`config.mk`:
```
export PLATFORM = sky130hd
export DESIGN_NAME = hex_parse
export DESIGN_NICKNAME = d
export VERILOG_FILES = /design/src/rtl/hex_parse.sv
export SDC_FILE = /design/constraint.sdc
export NUM_CORES = 1
export LEC_CHECK = 0
export BUFFER_PORTS_ARGS = -buffer_cell sky130_fd_sc_hd__buf_2
export CAP_MARGIN = 40
export CORE_ASPECT_RATIO = 1.1
export CORE_UTILIZATION = 47
export DETAILED_ROUTE_END_ITERATION = 10
export GPL_ROUTABILITY_DRIVEN = 0
export PLACE_DENSITY_LB_ADDON = 0.12
export SYNTH_ARGS = -nofsm -noshare
export SYNTH_HDL_FRONTEND = slang
export SYNTH_SLANG_ARGS = --single-unit
```
`constraint.sdc`:
```
create_clock -name clk -period 2.25 [get_ports clk]
set_input_delay 0.45 -clock clk [delete_from_list [all_inputs] [get_ports clk]]
set_output_delay 0.45 -clock clk [all_outputs]
set_load 0.1 [all_outputs]
```
`src/rtl/hex_parse.sv`:
```
// Streaming ASCII-hex to binary decoder: pairs of hex digits become bytes on a
// valid/ready output, with separator handling and a saturating error counter.
module hex_parse #(
    parameter bit ALLOW_LOWER = 1'b1,
    parameter bit SEP_EMITS   = 1'b1
) (
    input  logic       clk,
    input  logic       rst,
    input  logic       in_valid,
    input  logic [7:0] in_data,
    output logic       in_ready,
    output logic       out_valid,
    output logic [7:0] out_data,
    input  logic       out_ready,
    output logic       half,
    output logic       err,
    output logic [7:0] err_cnt
);

    typedef enum logic [0:0] {StEmpty, StHalf} state_e;
    typedef enum logic [1:0] {ClsDigit, ClsSep, ClsInvalid} cls_e;

    state_e     state_q, state_d;
    logic [3:0] nib_q, nib_d;
    logic       out_valid_q, out_valid_d;
    logic [7:0] out_data_q, out_data_d;
    logic       err_q, err_d;
    logic [7:0] err_cnt_q, err_cnt_d;

    cls_e       cls;
    logic [3:0] char_nib;
    logic       accept;

    // Output slot is free, or its byte leaves this cycle.
    assign in_ready = !out_valid_q || out_ready;
    assign accept   = in_valid && in_ready;

    always_comb begin
        cls      = ClsInvalid;
        char_nib = 4'h0;
        if (in_data >= 8'h30 && in_data <= 8'h39) begin
            cls      = ClsDigit;
            char_nib = in_data[3:0];
        end else if (in_data >= 8'h41 && in_data <= 8'h46) begin
            // 'A' is 0x41, so the low nibble plus 9 gives 10..15.
            cls      = ClsDigit;
            char_nib = in_data[3:0] + 4'd9;
        end else if (ALLOW_LOWER && in_data >= 8'h61 && in_data <= 8'h66) begin
            cls      = ClsDigit;
            char_nib = in_data[3:0] + 4'd9;
        end else if (in_data == 8'h20 || in_data == 8'h09 || in_data == 8'h0A ||
                     in_data == 8'h0D || in_data == 8'h2C) begin
            cls = ClsSep;
        end
    end

    always_comb begin
        state_d     = state_q;
        nib_d       = nib_q;
        out_valid_d = out_valid_q;
        out_data_d  = out_data_q;
        err_d       = 1'b0;
        err_cnt_d   = err_cnt_q;

        if (out_valid_q && out_ready) begin
            out_valid_d = 1'b0;
        end

        if (accept) begin
            unique case (state_q)
                StEmpty: begin
                    case (cls)
                        ClsDigit: begin
                            nib_d   = char_nib;
                            state_d = StHalf;
                        end
                        ClsInvalid: err_d = 1'b1;
                        default: ;
                    endcase
                end
                StHalf: begin
                    state_d = StEmpty;
                    nib_d   = 4'h0;
                    if (cls == ClsDigit) begin
                        out_valid_d = 1'b1;
                        out_data_d  = {nib_q, char_nib};
                    end else if (cls == ClsSep && SEP_EMITS) begin
                        out_valid_d = 1'b1;
                        out_data_d  = {4'h0, nib_q};
                    end else begin
                        err_d = 1'b1;
                    end
                end
            endcase
        end

        if (err_d && err_cnt_q != 8'hFF) begin
            err_cnt_d = err_cnt_q + 8'd1;
        end
    end

    always_ff @(posedge clk) begin
        if (rst) begin
            state_q     <= StEmpty;
            nib_q       <= 4'h0;
            out_valid_q <= 1'b0;
            out_data_q  <= 8'h00;
            err_q       <= 1'b0;
            err_cnt_q   <= 8'h00;
        end else begin
            state_q     <= state_d;
            nib_q       <= nib_d;
            out_valid_q <= out_valid_d;
            out_data_q  <= out_data_d;
            err_q       <= err_d;
            err_cnt_q   <= err_cnt_d;
        end
    end

    assign out_valid = out_valid_q;
    assign out_data  = out_data_q;
    assign half      = (state_q == StHalf);
    assign err       = err_q;
    assign err_cnt   = err_cnt_q;

endmodule
```
Yosys cells after proc, flatten, opt, wreduce, memory -nomap -nowiden
Cells that the tools add are included.

storage, ports and cells
  bits in registers = 23
  bits of input ports = 12
  word-level logic and storage cells = 63

operators by class
  add/subtract/negate cells = 2
  magnitude comparators = 6
  equality and inequality tests = 9
  mux-type cells = 23
  bitwise operators = 1
  reductions and logical operators = 16

operators by type and width
  kind                                                                                 count
  8-bit by 4-bit == test with 1-bit output, second input constant                      3
  8-bit by 6-bit == test with 1-bit output, second input constant                      2
  8-bit by 7-bit greater-or-equal comparator with 1-bit output, second input constant  2
  8-bit by 7-bit less-or-equal comparator with 1-bit output, second input constant     2
  4-bit 2-to-1 mux                                                                     4
  8-bit 2-to-1 mux                                                                     2
  1-bit 2-to-1 mux                                                                     10
  8-bit by 1-bit adder with 8-bit output, second input constant                        1
  8-bit by 6-bit greater-or-equal comparator with 1-bit output, second input constant  1
  8-bit by 6-bit less-or-equal comparator with 1-bit output, second input constant     1
  2-bit 2-to-1 mux                                                                     4
  8-bit != test, second input constant                                                 1
  4-bit one-hot mux with 2 select lines                                                1
  1-bit logical AND                                                                    6
  1-bit logical OR                                                                     5
  4-bit adder, second input constant                                                   1
  1-bit one-hot mux with 2 select lines                                                2
  3-bit AND reduction                                                                  1
  2-bit by 1-bit == test with 1-bit output, second input constant                      1
  2-bit == test, second input constant                                                 1
  2-bit zero test                                                                      1
  2-bit != test, second input constant                                                 1
  2-bit AND reduction                                                                  1
  2-bit nonzero test                                                                   1
  other kinds (2)                                                                      2

Longest topological paths before layout
Gate-level depths: netlist of the first run.

  depth in word-level cells = 15
  gate-level depth with buffers = 9

Least setup slack after synthesis of the first run
Ideal clock, no wire load.

  kind = flip-flop to flip-flop
  start = register out_valid_q, in the netlist out_valid
  end = register err_cnt_q[2], in the netlist err_cnt[2]
  setup time = 0.123 ns
  arrival time = 3.053 ns
  slack = -0.926 ns
  stages on the path, launching flop included = 7
  path through = dfxtp_1 > nand2b_1 > nand2_1 > a31oi_1 > and3_1 > nand2_1 > mux2_1

on the way
  cells in the longest elaborated chain, start to end = 5

ends and longest elaborated chain
  what                      RTL line  source
  start: declaration        25        logic out_valid_q, out_valid_d;
  start signal: assignment  113       out_valid_q <= out_valid_d;
  1-bit zero test           35        assign in_ready = !out_valid_q || out_ready;
  1-bit logical OR          35
  net in_ready              11        output logic in_ready,
  1-bit logical AND         36        assign accept = in_valid && in_ready;
  1-bit 2-to-1 mux          69        if (accept) begin
  1-bit logical AND         97        if (err_d && err_cnt_q != 8'hFF) begin
  end signal: assignment    116       err_cnt_q <= err_cnt_d;
  end: declaration          28        logic [7:0] err_cnt_q, err_cnt_d;

The timed path passes the listed nets, and every way through them passes these cells.
A chain may end at the register's enable or synchronous reset.

Worst setup path after layout of the first run
  start = input port in_data[0]
  end = register err_cnt_q[3], in the netlist err_cnt[3]

on the way
  cells in the longest elaborated chain, start to end = 15

ends and longest elaborated chain
  what                                                                                                  RTL line  source
  start: declaration                                                                                    10        input logic [7:0] in_data,
  8-bit by 6-bit == test with 1-bit output or 8-bit by 4-bit == test with 1-bit output (tied branches)  51        end else if (in_data == 8'h20 || in_data == 8'h09 || in_data == 8'h0A ||
  1-bit logical OR (3 in a row)                                                                         51
  1-bit logical OR                                                                                      52        in_data == 8'h0D || in_data == 8'h2C) begin
  2-bit 2-to-1 mux                                                                                      51
  2-bit 2-to-1 mux                                                                                      48        end else if (ALLOW_LOWER && in_data >= 8'h61 && in_data <= 8'h66) begin
  2-bit 2-to-1 mux                                                                                      44        end else if (in_data >= 8'h41 && in_data <= 8'h46) begin
  2-bit 2-to-1 mux *                                                                                    41        if (in_data >= 8'h30 && in_data <= 8'h39) begin
  2-bit by 1-bit == test with 1-bit output                                                              87        end else if (cls == ClsSep && SEP_EMITS) begin
  1-bit 2-to-1 mux                                                                                      87
  1-bit 2-to-1 mux                                                                                      84        if (cls == ClsDigit) begin
  1-bit one-hot mux with 2 select lines *                                                               70        unique case (state_q)
  1-bit 2-to-1 mux *                                                                                    69
  1-bit logical AND *                                                                                   97

Mark *: on every way between the ends. The rest lies on a longest branch, timed or not.

==> results of run 1 <==
-- per-layer routing --
layer	part of all wire, %	routed length [µm]	vias up	global-route usage (%)
met5	0	0	-	0
met4	1.8	50	0	8.49
met3	2.7	76	6	3.25
met2	51	1470	21	38.0
met1	44	1260	566	26.9
li1	-	-	606	-
-- final timing paths --
kind,slack (ps),from,to,depth (start not counted)
max,320,in_data[0],err_cnt[3],10
min,410,out_ready,out_valid,3
max reg2reg,330,err_cnt[0],err_cnt[3],7
min reg2reg,500,out_data[5],out_data[5],2
-- area by class of cell --
type,instances,area share (%)
Clock buffer,3,1.43
Clock inverter,1,0.318
Inverter,2,0.478
Multi-Input combinational cell,108,49.0
Sequential cell,23,29.8
Tap cell,31,2.47
Timing Repair Buffer,45,16.6
-- power by group through the flow --
stage	Clock [µW]	Combinational, µW	Sequential [µW]
2_1_floorplan	0	63.6	472
3_3_place_gp	0	143	432
3_5_place_dp	0	147	432
4_1_cts	204	147	423
5_1_grt	228	159	425
6_report	198	146	423
-- registers in the layout, summed over array words and instances (netlist names) --
register and cells:
err_cnt 8, out_data 8, nib_q 4, err 1
half 1, out_valid 1
-- cell usage in the layout (no fill, tap or decap), drive strengths merged, types with 2 or more instances in the layout --
cell and count:
nand2 6, nor3b 2, nand2b 2, dfxtp 23
or3 3, o21ai 8, a211oi 4, xnor2 2
clkbuf 3, a21oi 9, mux2i 3, ha 5
a22oi 3, nand3 6, buf 45, nor3 3
a31oi 2, nor2 18, a32oi 4, mux2 3
inv 2, and3 5, nor2b 4
-- worst max-delay path, delay by kind of cell --
kind                       cells  cell delay, ps
AOI/OAI and AO/OA              3             540
adders and majority gates      1             200
buffers and inverters          3             390
and+or+nand+nor                3             570
-- through the flow --
stage	instances	total power, µW	instance area [µm²]
3_5_place_dp	209	579	1540
4_1_cts	213	774	1570
5_1_grt	213	811	1570
2_1_floorplan	139	536	1290
6_report	213	768	1570
3_3_place_gp	209	575	1540
-- logic make-up after synthesis --
family / Yosys count
AO/OA/AOI/OAI: 39
XOR/XNOR: 2
adder cells (fa/ha/maj): 5
buffers and inverters: 8
flip-flops: 23
multiplexers: 6
AND/OR/NAND/NOR: 56
==> out/qor.yml, run 1 <==
cts:
  cts-root-buf: "clkbuf_4"
  clk_pin_slew_ps: 140
  cts_buffer_depth: 2
  cts_resized: 0
  post_cts_buffers: 0
  cts_sinks: 23
  clock_latency_ps: 320
  cts_tree: "yes"
  cts_made_buffers: 3
  postCtsHoldBufs: 0
  h-tree-depth: 1
hold_path:
  min_path_type: "input port to flip-flop"
synth:
  synth_cell_types: 50
  synthFlopType: "dfxtp_1"
  ys_ff_latch: 23
  synth_area_leaders: "dfxtp_1 (36%), nor2_1 (5.0%), ha_1 (4.9%)"
  yosysWarnings: 0
  synth_edf_count: 0
  avgSynthCellArea_um2: 9.18
  synth.most_common_cell: "dfxtp_1"
  synthAdderAreaFrac_pct: 4.90
  syn-num-nets: 156
  synth_area_um2: 1280
  syn_inst: 139
  synthArstFlopShare_pct: 0
  synth_top_area_share_pct: 36.1
  synthXorXnorAreaFrac_pct: 1.37
  synthMuxAreaShare_pct: 5.00
  synth_common_cells: "dfxtp_1 (23), nor2_1 (17), a21oi_1 (8)"
  synth_top_family_by_area: "simple AND/OR/NAND/NOR gates"
  synth_top_area_cell: "dfxtp_1"
  ys_seq_area_share_pct: 36.1
  synth-compound-area-share_pct: 23.2
  synth-simple-area-share_pct: 25.2
drt:
  viasPerCell: 5.63
  firstDrtPassIters: 4
  wl_mm: 2.85
  drc: 0
  via_count: 1199
  drtAntennaViolNets: 0
  wl_per_cell_um: 13.4
  first_iter_violations: 22
final_layout:
  multiInputGateArea_um2: 769
  regArea_um2: 468
  area_growth_pct: 23.1
  antenna_cells: 0
  drive_gt1_share_pct: 37.9
  fillers: 242
  post-route-util_pct: 61.8
  nNetsFinal: 200
flow_run:
  maxCapViolations: 0
grt:
  antenna_found_initial: 0
  grt_usage_pct: 22.1
  grt_pass1_wl_mm: 4.93
  grt_pass1_vias: 1132
  grt_max_degree: 25
  grt_overflow: 0
critical_path:
  crit_chain: "buf_2, inv_1, ha_1, nor2b_1, o211ai_1, a211o_1, nand3_2, buf_4, or3_1, a21oi_1"
  slowest_stage: "or3_1"
  end_kind: "flip-flop"
  critical_path_class: "input port to flip-flop"
  crit_path_max_fanout: 6
  max_stage_delay_ps: 350
  worst_ep_arrival_time_ps: 2170
  startpoint_type: "input port"
  required_ps: 2490
pwr:
  clock_power_share_pct: 25.8
  peakVddDrop_mv: 0.327
  netSwitchingFraction_pct: 31.1
  power.switching_uw: 239
  power_leakage_uw: 0.000702
  seqPwrFrac_pct: 55.1
  p_int_uw: 530
  combPwrFrac_pct: 19.1
  powerDensity_nw_per_um2: 489
sta:
  tightest_slew_ps: 487
  maxSlewHeadroom_pct: 67.7
  finalWorstSetupSlack_ps: 316
  setup_violations: 0
  hold-worst-slack_ps: 406
  hold_viol: 0
  min_period_ps: 1930
  drv_slew: 0
  fin_tns_setup_ps: 0
  fin_crit_sh_pct: 86.0
  skew_ps: 14.8
  fmax_ghz: 0.517
  rsz0062_at_grt: "no"
place:
  portBuffers: 31
  place_ws_ps: -6.40
  hpwlAfterDp_mm: 2.23
floorplan:
  fp.dieH_um: 56.7
  coreArea_um2: 2540
  start_util_pct: 50.2
  num_rows: 19
  die_area_um2: 2930
  io-pin-count: 32
  die_x_um: 51.7
run_status:
  outcome: "complete, no violations"
(Power assumes the default switching activity.)
==> inputs of run 2 (changes only) <==
--- a/config.mk
+++ b/config.mk
@@ -11,7 +11,7 @@
 export CORE_UTILIZATION = 47
 export DETAILED_ROUTE_END_ITERATION = 10
 export GPL_ROUTABILITY_DRIVEN = 0
-export PLACE_DENSITY_LB_ADDON = 0.12
+export PLACE_DENSITY = 0.75
 export SYNTH_ARGS = -nofsm -noshare
 export SYNTH_HDL_FRONTEND = slang
 export SYNTH_SLANG_ARGS = --single-unit
==> run 2 against run 1 <==
- routed wire length fell by 6.3%
- hold slack improved by 21 ps
- setup slack got worse by 58 ps
- sequential cell count did not move
- clock-buffer cell count rose by 1
- maximum frequency fell by 2.9%
- largest cell class unchanged
==> out/qor.yml, run 2 (synthesis gave the netlist of run 1 again) <==
floorplan:
  fp.dieH_um: 56.7
  die_area_um2: 2930
  die_x_um: 51.7
  coreArea_um2: 2540
  io-pin-count: 32
  num_rows: 19
  start_util_pct: 50.2
cts:
  cts-root-buf: "clkbuf_4"
  cts_resized: 0
  clk_pin_slew_ps: 120
  postCtsHoldBufs: 0
  cts_made_buffers: 3
  post_cts_buffers: 0
  cts_sinks: 23
  h-tree-depth: 1
  cts_buffer_depth: 2
  cts_tree: "yes"
  clock_latency_ps: 310
sta:
  rsz0062_at_grt: "no"
  fin_crit_sh_pct: 88.5
  setup_violations: 0
  fin_tns_setup_ps: 0
  hold_viol: 0
  maxSlewHeadroom_pct: 67.7
  skew_ps: 11.2
  tightest_slew_ps: 482
  min_period_ps: 1990
  fmax_ghz: 0.502
  finalWorstSetupSlack_ps: 258
  drv_slew: 0
critical_path:
  crit_path_max_fanout: 6
  required_ps: 2480
  end_kind: "flip-flop"
  critical_path_class: "input port to flip-flop"
  startpoint_type: "input port"
  worst_ep_arrival_time_ps: 2220
  reg2reg_depth: 7
final_layout:
  mostFrequentLayoutCells: "buf_2 (31), nor2_1 (17), dfxtp_1 (17)"
  antenna_cells: 0
  nNetsFinal: 199
  area_growth_pct: 22.5
  regArea_um2: 468
  final_common_cell: "buf_2"
  fillers: 221
  drive_gt1_share_pct: 37.0
  post-route-util_pct: 61.4
  multiInputGateArea_um2: 769
drt:
  wl_met2_mm: 1.33
  dr.max_layer_used: "met4"
  wl_per_cell_um: 12.6
  wl_mm: 2.67
  drc: 0
  firstDrtPassIters: 4
  viasPerCell: 5.58
  first_iter_violations: 23
  wl_met1_mm: 1.20
  route.met3.wl_um: 99
  drtAntennaViolNets: 0
  via_count: 1182
grt:
  antenna_found_initial: 0
  grt_pass1_vias: 1132
  grt_pass1_wl_mm: 4.60
  grt_usage_pct: 21.0
  grt_max_degree: 25
  grt_overflow: 0
place:
  hpwlAfterDp_mm: 2.11
  place_ws_ps: -62.8
  portBuffers: 31
pwr:
  power_leakage_uw: 0.000693
  peakVddDrop_mv: 0.451
  power.total_uw: 756
  powerDensity_nw_per_um2: 484
flow_run:
  maxCapViolations: 0
hold_path:
  min_path_type: "input port to flip-flop"
  holdPathStages: 3
run_status:
  outcome: "complete, no violations"
==> run 2: worst paths after layout <==
| kind | startpoint | endpoint | slack, ps |
|---|---|---|---|
| max | in_data[0] | err_cnt[6] | 260 |
| min | out_ready | out_valid | 430 |
| max reg2reg | err_cnt[0] | err_cnt[4] | 390 |
| min reg2reg | err_cnt[4] | err_cnt[4] | 500 |
==> run 2: through the flow <==
stage                     cells  hold slack [ps]  area, µm²
final                       212              427       1560
after global routing        212              433       1560
after CTS                   212              409       1560
after detailed placement    208              476       1540
after global placement      208              462       1540
after floorplan             139              480       1290
==> run 2: worst max-delay path, cell delays in order <==
cell      delay (ps)
buf_2            100
inv_1             70
ha_1             230
o21bai_1         190
a21oi_2          120
or2_2            360
buf_4            160
nor2_1           180
a31oi_1          100
a311oi_1         260
==> run 2: metal layers <==
| metal | up-vias | global-route usage [%] |
|---|---|---|
| met5 | - | 0 |
| met4 | 0 | 10.4 |
| met3 | 6 | 5.96 |
| met2 | 19 | 35.3 |
| met1 | 554 | 23.7 |
| li1 | 603 | - |
==> run 2: cell type report <==
cell class,count,share of cell area [%]
tap,31,2.48
sequential,23,29.9
multi-input combinational,108,49.2
timing repair buffer,44,16.2
inverter,2,0.480
clock buffer,4,1.68
==> run 2: power breakdown <==
part           internal (µW)  switching [µW]  leakage, µW
logic                   48.3            98.6     0.000490
clock network           69.3             117    0.0000150
registers                414            8.21     0.000189
total                    532             224     0.000693
==> inputs of run 3 (changes only) <==
==> constraint.sdc (replaced) <==
create_clock -name clk -period 1.72 [get_ports clk]
set_input_delay 0.344 -clock clk [delete_from_list [all_inputs] [get_ports clk]]
set_output_delay 0.344 -clock clk [all_outputs]
set_load 0.1 [all_outputs]
==> run 3 against run 2 <==
- the flow now finishes with violations (negative setup slack)
- sequential cell count stayed put
- die area stayed put
- design area is 29% higher
- clock skew is 3.2 ps lower
- combinational power is 85% higher
- clock power is 35% higher
- register-to-register slack worse by 440 ps
- hold slack better by 1.4 ps
- first-iteration DRC count is 65% higher
- critical path depth is 3 lower
- sequential power is 29% higher
- sequential share of layout area is 6.0 points lower
- critical path type unchanged
- critical endpoint is now out_data[2]
- highest routed layer unchanged
==> out/qor.yml, run 3 (synthesis gave the netlist of run 1 again) <==
run_status:
  outcome: "finished with violations"
  violations: "negative setup slack"
sta:
  skew_ps: 8.00
  drv_slew: 0
  finalWorstSetupSlack_ps: -73.5
  maxSlewHeadroom_pct: 67.4
  fin_crit_sh_pct: 104
  min_period_ps: 1790
  setup_violations: 11
  hold_viol: 0
  fmax_ghz: 0.558
  tightest_slew_ps: 492
  rsz0062_at_grt: "yes"
critical_path:
  max_stage_delay_ps: 540
  slowest_stage: "or4b_4"
  path_delay_family: "simple AND/OR/NAND/NOR gates"
  critical_path_class: "input port to flip-flop"
  worst_ep_arrival_time_ps: 2000
  required_ps: 1930
  cp.depth: 7
  end_kind: "flip-flop"
  startpoint_type: "input port"
  crit_path_max_fanout: 5
  reg2reg_depth: 7
  path_buf_inv: 1
  crit_chain: "buf_6, or4b_4, a211oi_4, or2_4, mux2_4, mux2i_1, nor2_1"
pwr:
  power.switching_uw: 335
  power_leakage_uw: 0.000880
  powerDensity_nw_per_um2: 530
  netSwitchingFraction_pct: 31.3
  peakVddDrop_mv: 0.632
  combPwrFrac_pct: 25.4
  clock_power_share_pct: 23.6
  seqPwrFrac_pct: 51.0
  p_int_uw: 735
grt:
  grt_pass1_wl_mm: 5.81
  grt_overflow: 0
  grt_pass1_vias: 1359
  grt_usage_pct: 26.3
  antenna_found_initial: 0
  grt_max_degree: 25
cts:
  cts_tree: "yes"
  clk_pin_slew_ps: 130
  cts_sinks: 23
  cts_buffer_depth: 2
  h-tree-depth: 1
  cts-root-buf: "clkbuf_4"
  cts_made_buffers: 3
  clock_latency_ps: 320
drt:
  wl_per_cell_um: 16.3
  viasPerCell: 5.85
  drc: 0
  via_count: 1403
  wl_mm: 3.92
  firstDrtPassIters: 5
  first_iter_violations: 38
  drtAntennaViolNets: 0
final_layout:
  fillers: 154
  postLayoutCellArea_um2: 2020
  nNetsFinal: 227
  mostFrequentLayoutCells: "buf_4 (37), buf_2 (27), nor2_1 (17)"
  stdcell_count: 240
  post-route-util_pct: 79.3
  drive_gt1_share_pct: 59.3
  final_common_cell: "buf_4"
  antenna_cells: 0
  area_growth_pct: 58.1
place:
  place_ws_ps: -491
  hpwlAfterDp_mm: 2.54
  portBuffers: 31
  dp.cells: 228
  placed_area_um2: 1730
floorplan:
  coreArea_um2: 2540
  die_x_um: 51.7
  die_area_um2: 2930
  io-pin-count: 32
  fp.dieH_um: 56.7
  start_util_pct: 50.2
  num_rows: 19
hold_path:
  holdPathStages: 4
  min_path_type: "input port to flip-flop"
flow_run:
  maxCapViolations: 0
## run 3: through the flow
step / power, µW / hold WS, ps / TNS [ps]
final: 1070 / 429 / -334
after global routing: 1110 / 430 / -1390
after CTS: 1040 / 421 / -22.9
after detailed placement: 783 / 486 / -8780
after global placement: 776 / 466 / -7320
after floorplan: 699 / 416 / -4000
## run 3: worst paths after layout
path | start | end | slack, ps
worst min register to register | out_data[1] | out_data[1] | 520
worst max-delay path | in_data[3] | out_data[2] | -70
worst min-delay path | out_ready | out_valid | 430
worst max register to register | err_cnt[4] | err_cnt[3] | -50
## run 3: power groups by stage
stage          Clock (µW)  Sequential [µW]  Combinational [µW]
5_1_grt               278              547                 288
2_1_floorplan           0              613                86.4
3_3_place_gp            0              554                 222
6_report              252              546                 272
4_1_cts               254              542                 241
3_5_place_dp            0              554                 228
## run 3: worst register-to-register path: stages (launching register included)
cell     delay (ps)
dfxtp_4         360
and3_4          180
and3_4          180
a31oi_4         200
nand3_2         120
buf_6           140
or3_4           360
a21oi_2         150
## run 3: routing by layer
layer  vias up  track usage, %  routed length (µm)
li1        664               -                   -
met1       685            28.8                1580
met2        47            47.9                2120
met3         7            4.34                 169
met4         0            11.6                  48
met5         -               0                   0
## run 3: timing repair
action / in CTS / in global routing
endpoints found under the hold margin: 0 / 0
hold buffers: 0 / 0
gates resized for setup: 15 / 28
pin swaps: 12 / 18
gates cloned: 1 / 0
setup endpoints to repair: 19 / 20
buffers inserted: 3 / 4
## run 3: area by class of cell
| type | instances | area (µm²) | area share [%] |
|---|---|---|---|
| sequential | 23 | 483 | 23.9 |
| clock inverter | 1 | 5.00 | 0.248 |
| timing repair buffer | 71 | 509 | 25.2 |
| clock buffer | 3 | 22.5 | 1.12 |
| tap | 31 | 38.8 | 1.92 |
| inverter | 2 | 15.0 | 0.744 |
| multi-input combinational | 109 | 945 | 46.8 |
